`src/rtl/ex_operand_stage.sv`:
```
// rtl/ex_operand_stage.sv - ID/EX register with operand-mux selects and hazard stall
// Optional: define BYPASS_EN to forward from EX/MEM and MEM/WB; otherwise every hazard stalls.
module ex_operand_stage #(
   parameter int DATA_BITS = 32,
   parameter int REG_BITS  = 5
) (
   input  logic                 clk,
   input  logic                 rst,
   input  logic                 id_valid,
   input  logic [REG_BITS-1:0]  id_rs,
   input  logic [REG_BITS-1:0]  id_rt,
   input  logic                 id_rs_used,
   input  logic                 id_rt_used,
   input  logic [DATA_BITS-1:0] id_rs_data,
   input  logic [DATA_BITS-1:0] id_rt_data,
   input  logic [DATA_BITS-1:0] id_imm,
   input  logic                 id_alusrc,
   input  logic                 id_wreg,
   input  logic [REG_BITS-1:0]  id_wdst,
   input  logic                 id_is_load,
   input  logic                 flush,
   output logic                 id_stall,
   output logic                 ex_valid,
   output logic                 ex_wreg,
   output logic                 ex_is_load,
   output logic [REG_BITS-1:0]  ex_wdst,
   output logic [DATA_BITS-1:0] ex_rs_data,
   output logic [DATA_BITS-1:0] ex_rt_data,
   output logic [DATA_BITS-1:0] ex_imm,
   output logic [1:0]           ex_sel_a,
   output logic [1:0]           ex_sel_b
);
   localparam logic [1:0] SEL_REG = 2'b00;
   localparam logic [1:0] SEL_EXM = 2'b01;
   localparam logic [1:0] SEL_MWB = 2'b10;
   localparam logic [1:0] SEL_IMM = 2'b11;

   logic                mem_wreg;
   logic [REG_BITS-1:0] mem_wdst;
   logic                ex_hz, mem_hz;
   logic                rs_ex, rt_ex, rs_mem, rt_mem;
   logic                bubble;
   logic [1:0]          sel_a_d, sel_b_d;

   always_comb begin
      // Writes to r0 are discarded by the register file, so they never form a hazard.
      ex_hz  = ex_wreg && (ex_wdst != '0);
      mem_hz = mem_wreg && (mem_wdst != '0);
      rs_ex  = id_rs_used && ex_hz  && (id_rs == ex_wdst);
      rt_ex  = id_rt_used && ex_hz  && (id_rt == ex_wdst);
      rs_mem = id_rs_used && mem_hz && (id_rs == mem_wdst);
      rt_mem = id_rt_used && mem_hz && (id_rt == mem_wdst);
`ifdef BYPASS_EN
      sel_a_d  = rs_ex ? SEL_EXM : (rs_mem ? SEL_MWB : SEL_REG);
      sel_b_d  = id_alusrc ? SEL_IMM : (rt_ex ? SEL_EXM : (rt_mem ? SEL_MWB : SEL_REG));
      id_stall = id_valid && ex_valid && ex_is_load && (rs_ex || rt_ex) && !flush;
`else
      sel_a_d  = SEL_REG;
      sel_b_d  = id_alusrc ? SEL_IMM : SEL_REG;
      id_stall = id_valid && (rs_ex || rt_ex || rs_mem || rt_mem) && !flush;
`endif
      bubble = flush || id_stall;
   end

   always_ff @(posedge clk) begin
      if (rst) begin
         mem_wreg   <= 1'b0;
         mem_wdst   <= '0;
         ex_valid   <= 1'b0;
         ex_wreg    <= 1'b0;
         ex_is_load <= 1'b0;
         ex_wdst    <= '0;
         ex_rs_data <= '0;
         ex_rt_data <= '0;
         ex_imm     <= '0;
         ex_sel_a   <= SEL_REG;
         ex_sel_b   <= SEL_REG;
      end else begin
         // The shadow keeps advancing through stalls so the bubble reaches MEM on time.
         mem_wreg <= ex_wreg;
         mem_wdst <= ex_wdst;
         if (bubble) begin
            ex_valid   <= 1'b0;
            ex_wreg    <= 1'b0;
            ex_is_load <= 1'b0;
            ex_wdst    <= '0;
            ex_rs_data <= '0;
            ex_rt_data <= '0;
            ex_imm     <= '0;
            ex_sel_a   <= SEL_REG;
            ex_sel_b   <= SEL_REG;
         end else begin
            ex_valid   <= id_valid;
            ex_wreg    <= id_wreg && id_valid;
            ex_is_load <= id_is_load && id_valid;
            ex_wdst    <= id_wdst;
            ex_rs_data <= id_rs_data;
            ex_rt_data <= id_rt_data;
            ex_imm     <= id_imm;
            ex_sel_a   <= sel_a_d;
            ex_sel_b   <= sel_b_d;
         end
      end
   end
endmodule

```
`config.mk`:
```
export PLATFORM = sky130hd
export DESIGN_NAME = ex_operand_stage
export DESIGN_NICKNAME = d
export VERILOG_FILES = /design/src/rtl/ex_operand_stage.sv
export SDC_FILE = /design/constraint.sdc
export NUM_CORES = 1
export LEC_CHECK = 0
export BUFFER_PORTS_ARGS = -buffer_cell sky130_fd_sc_hd__buf_2
export CAP_MARGIN = 20
export CELL_PAD_IN_SITES_DETAIL_PLACEMENT = 1
export CELL_PAD_IN_SITES_GLOBAL_PLACEMENT = 2
export CORE_ASPECT_RATIO = 0.7
export CORE_UTILIZATION = 25
export CTS_CLUSTER_SIZE = 16
export DETAILED_ROUTE_END_ITERATION = 8
export GPL_TIMING_DRIVEN = 0
export MAX_ROUTING_LAYER = met4
export PLACE_DENSITY = 0.92
export REMOVE_ABC_BUFFERS = 1
export SLEW_MARGIN = 0
export SYNTH_ARGS = -nofsm -noshare
export SYNTH_HDL_FRONTEND = slang
export SYNTH_SLANG_ARGS = --single-unit
```
`constraint.sdc`:
```
create_clock -name clk -period 3.68 [get_ports clk]
set_clock_uncertainty 0.05 [all_clocks]
set_input_delay 0.552 -clock clk [delete_from_list [all_inputs] [get_ports clk]]
set_output_delay 0.552 -clock clk [all_outputs]
set_load 0.05 [all_outputs]
```
==> run summary <==
In the global route stage, overall resource usage came out at 13.7%. Counting distinct cell types in the post-synthesis netlist gives 21. TritonCTS built the clock tree. In this run the number of H-tree levels came out at 3. The synthesized-area fraction occupied by adder cells works out to 0%.

The simple-gate share of the synthesized area was 23.1%; the final non-filler cell total was 679. Sorting the synthesized cells by how often they occur yields sky130_fd_sc_hd__dfxtp_1, sky130_fd_sc_hd__and2_1, sky130_fd_sc_hd__xnor2_1, sky130_fd_sc_hd__buf_6, sky130_fd_sc_hd__nor2b_1. The tools report the startpoint of the most critical setup path as ex_wdst[4].

Along the worst path, the maximum fanout reaches 5. The floorplan step set the die width to 141 um. The number of vias per cell after detailed routing is 3.97, and the total of hold buffers inserted after clock tree synthesis is 0.

Post-CTS timing repair inserted 0 buffers for setup. In this run, synthesis inferred 0 flip-flops with an integrated enable. The worst hold path begins at id_imm[10]. The biggest area contributor in the post-synthesis netlist is sky130_fd_sc_hd__dfxtp_1. The most instantiated flip-flop cell in the synthesis netlist was sky130_fd_sc_hd__dfxtp_1. The run gives 37.8% as the final core area utilization. The first global-routing pass estimated 14.3 mm of wire. The flow ran to the end, and the final reports show no timing, DRC or antenna violations. The worst setup path is launched from a flop.

In this run the vertical extent of the chip is 99.1 um. STA classifies the critical path endpoint as an output pin. Kind of path behind the tightest hold check: input pin to flop.

The synthesized netlist occupies a cell area of 3370 um^2. Floorplan row count: 35. Post-cts resize count: 0.

Hold is met by 0.349 ns. Fill cells in the final layout number 1,528. In the final layout, the share of cells above drive strength 1 is 48.0%.

The critical path goes through xnor2_1, nand4_1, o22ai_1, a22o_1, nor2b_1, buf_2. For the final routed database, the setup TNS stands at 0 ns. The synthesized design contains 111 register bits.

After legalization and detailed placement, the total HPWL measured 7.35 mm. The combinational family with the most area after synthesis was simple AND/OR/NAND/NOR gates. The slowest stage of the critical path is the sky130_fd_sc_hd__dfxtp_1 cell. Detailed routing inserted a total of 2,693 vias. The power density over cell area is 528 nW/um^2, and the number of DRC markers after the initial detailed-route iteration is 75. The leakage power is 2.53 nW, and the sequential cell area fraction in the yosys report is 65.9%. Counting every sink on the clock net gives 111. The finished cells cover 4970 um^2. Clock transition at the registers of the reported paths: 0.08 ns. Entering global routing, the biggest net connects 36 pins. The number of placed instances, taps included, is 663. The area growth from synthesis to layout is 47.4%. Static timing analysis puts the maximum clock frequency at 358 MHz. The logs give 0 for the final hold violation count and 0 for the antenna diode count.

The final layout contains 628 nets. The kind of cell with the highest combined delay along the critical path is compound AO/OA/AOI/OAI gates. The tightest slew margin relative to the limit was 61.3%.

The top cell type's share of synthesized area is 65.9%. The tree is rooted in a sky130_fd_sc_hd__clkbuf_16. Routability-driven placement finished with a final weighted congestion of 0.902. Dividing the synthesized area by the synthesized cell count gives 11.9 um^2.

The peak per-stage delay on the critical path is 0.46 ns. Slew at the pin with the worst max-slew slack: 0.581 ns. The worst-case IR drop observed on VDD is 0.000267 V.

The maximum count of clock buffers along a single path was 2. Detailed-route DRC error count: 0. The combined buffer and inverter count along the critical path works out to 1. The area of the core came out at 13,100 um^2.

The xor and xnor fraction of the mapped netlist area was 5.20%; the async set-or-reset flop fraction in the synthesized netlist was 0%. In this run the cell area measured after placement is 4660 um^2. The tools report the residual overflow from global routing as 0.

Measured against the total synthesized area, the mux share comes to 0%. The source-to-sink clock delay at the later pin of the worst-skew pair came out at 0.34 ns. The most common cell in the synthesized netlist is sky130_fd_sc_hd__dfxtp_1. For this block, the routed nets add up to 9.24 mm of wire. The count of max-cap constraint violations was 0. Count of input and output buffers: 226.

The critical path start-end classification is flop to output pin. Subtracting the final worst setup slack from the clock period gives 2.80 ns. For this run, the number of Yosys warnings is 0. The period utilization came out at 76.0%. The tools report the total clock buffers created by CTS as 9. The synthesized instance count came out at 282.

After synthesis, the cell types taking the most area are sky130_fd_sc_hd__dfxtp_1, sky130_fd_sc_hd__and2_1, sky130_fd_sc_hd__xnor2_1, sky130_fd_sc_hd__buf_6, sky130_fd_sc_hd__nor2b_1. Setup repair after global routing left no endpoint under its margin. The tools report the initial antenna violation count as 0. The run gives 4 as the number of iterations in the first detailed-routing pass.

The complex-gate fraction of the synthesized area works out to 1.37%. STA puts the critical path data arrival time at 2.19 ns. The tools report the reg-to-reg critical path startpoint as mem_wdst[1].

The starting density of the core is 25.6%. Number of global-route vias before repair: 3,011. The post-detailed-route wirelength per cell was 13.6 um; the number of max-slew violations in the final report was 0. The required time of the critical path is 3.08 ns, and the count of antenna-violating nets left after detailed routing is 0.

Count of boundary I/O pins: 229. Setup violations remaining at the end of the flow were counted as 0. For the full die area, the log shows 14,000 um^2.
-- routing by layer --
layer	wire length [um]	global-route usage [%]	vias up	share of wire, %
met2	4300	22.0	128	47
met1	4110	15.9	1241	44
li1	-	-	1311	-
met3	681	4.57	13	7.4
met5	0	-	-	0
met4	145	5.43	0	1.6
-- flip-flops by register name, summed over array words and instances, names as in the netlist --
register	flops
ex_imm	32
ex_rs_data	32
ex_rt_data	32
ex_wdst	5
mem_wdst	5
ex_is_load	1
ex_sel_b	1
ex_valid	1
ex_wreg	1
mem_wreg	1
-- cells by family (layout without fill, tap and decap cells) --
| group | Yosys count | after routing |
|---|---|---|
| AND/OR/NAND/NOR | 126 | 126 |
| flip-flops | 111 | 111 |
| XOR/XNOR | 20 | 20 |
| buffers and inverters | 18 | 248 |
| AO/OA/AOI/OAI | 6 | 6 |
| other | 1 | 2 |
-- path summary, 6_finish.rpt --
kind | slack (ns) | end | depth (start not counted)
hold / removal | 0.35 | ex_imm[10] | 2
setup / recovery | 0.88 | id_stall | 6
hold reg to reg | 0.44 | mem_wreg | 1
setup reg to reg | 1.27 | ex_rs_data[14] | 7
-- power breakdown --
part           switching [mW]  internal, mW
Combinational           0.242         0.120
Sequential             0.0160          1.25
Clock                   0.457         0.541
-- cells in the final DEF, fill, tap and decap left out --
master / n
sky130_fd_sc_hd__clkbuf_16: 9
sky130_fd_sc_hd__buf_16: 2
sky130_fd_sc_hd__a221oi_4: 1
sky130_fd_sc_hd__inv_6: 3
sky130_fd_sc_hd__nand4_1: 4
sky130_fd_sc_hd__buf_2: 226
sky130_fd_sc_hd__o21ai_1: 2
sky130_fd_sc_hd__inv_1: 3
sky130_fd_sc_hd__inv_8: 1
sky130_fd_sc_hd__clkbuf_1: 1
sky130_fd_sc_hd__nor3_1: 1
sky130_fd_sc_hd__or2_2: 1
sky130_fd_sc_hd__nand2b_1: 1
sky130_fd_sc_hd__dfxtp_1: 111
sky130_fd_sc_hd__and2_1: 102
sky130_fd_sc_hd__nor2_1: 2
sky130_fd_sc_hd__xnor2_1: 20
sky130_fd_sc_hd__a22o_1: 1
sky130_fd_sc_hd__clkinvlp_4: 1
sky130_fd_sc_hd__or4_1: 2
sky130_fd_sc_hd__buf_8: 1
sky130_fd_sc_hd__conb_1: 2
sky130_fd_sc_hd__o22ai_1: 2
sky130_fd_sc_hd__nor4b_1: 2
sky130_fd_sc_hd__nand2_1: 4
sky130_fd_sc_hd__bufinv_16: 1
sky130_fd_sc_hd__nor2b_1: 7
-- cell type report --
type                    count  area (um^2)  share of cell area [%]
well taps                 166          208                    4.18
clock buffers              10          229                    4.61
inverters                   3         11.3                   0.227
multi-input cells         154         1020                    20.5
clock inverters             6         75.1                    1.51
repair buffers            229         1200                    24.2
flip-flops and latches    111         2220                    44.7
-- metrics by stage --
stage | power, mW | worst slack [ns]
after CTS | 2.67 | 0.885
after detailed placement | 1.66 | 1.03
after global routing | 2.74 | 0.739
after floorplan | 1.52 | -0.149
after global placement | 1.64 | -1.63
final | 2.62 | 0.884
Power figures use the tool's default switching activity.
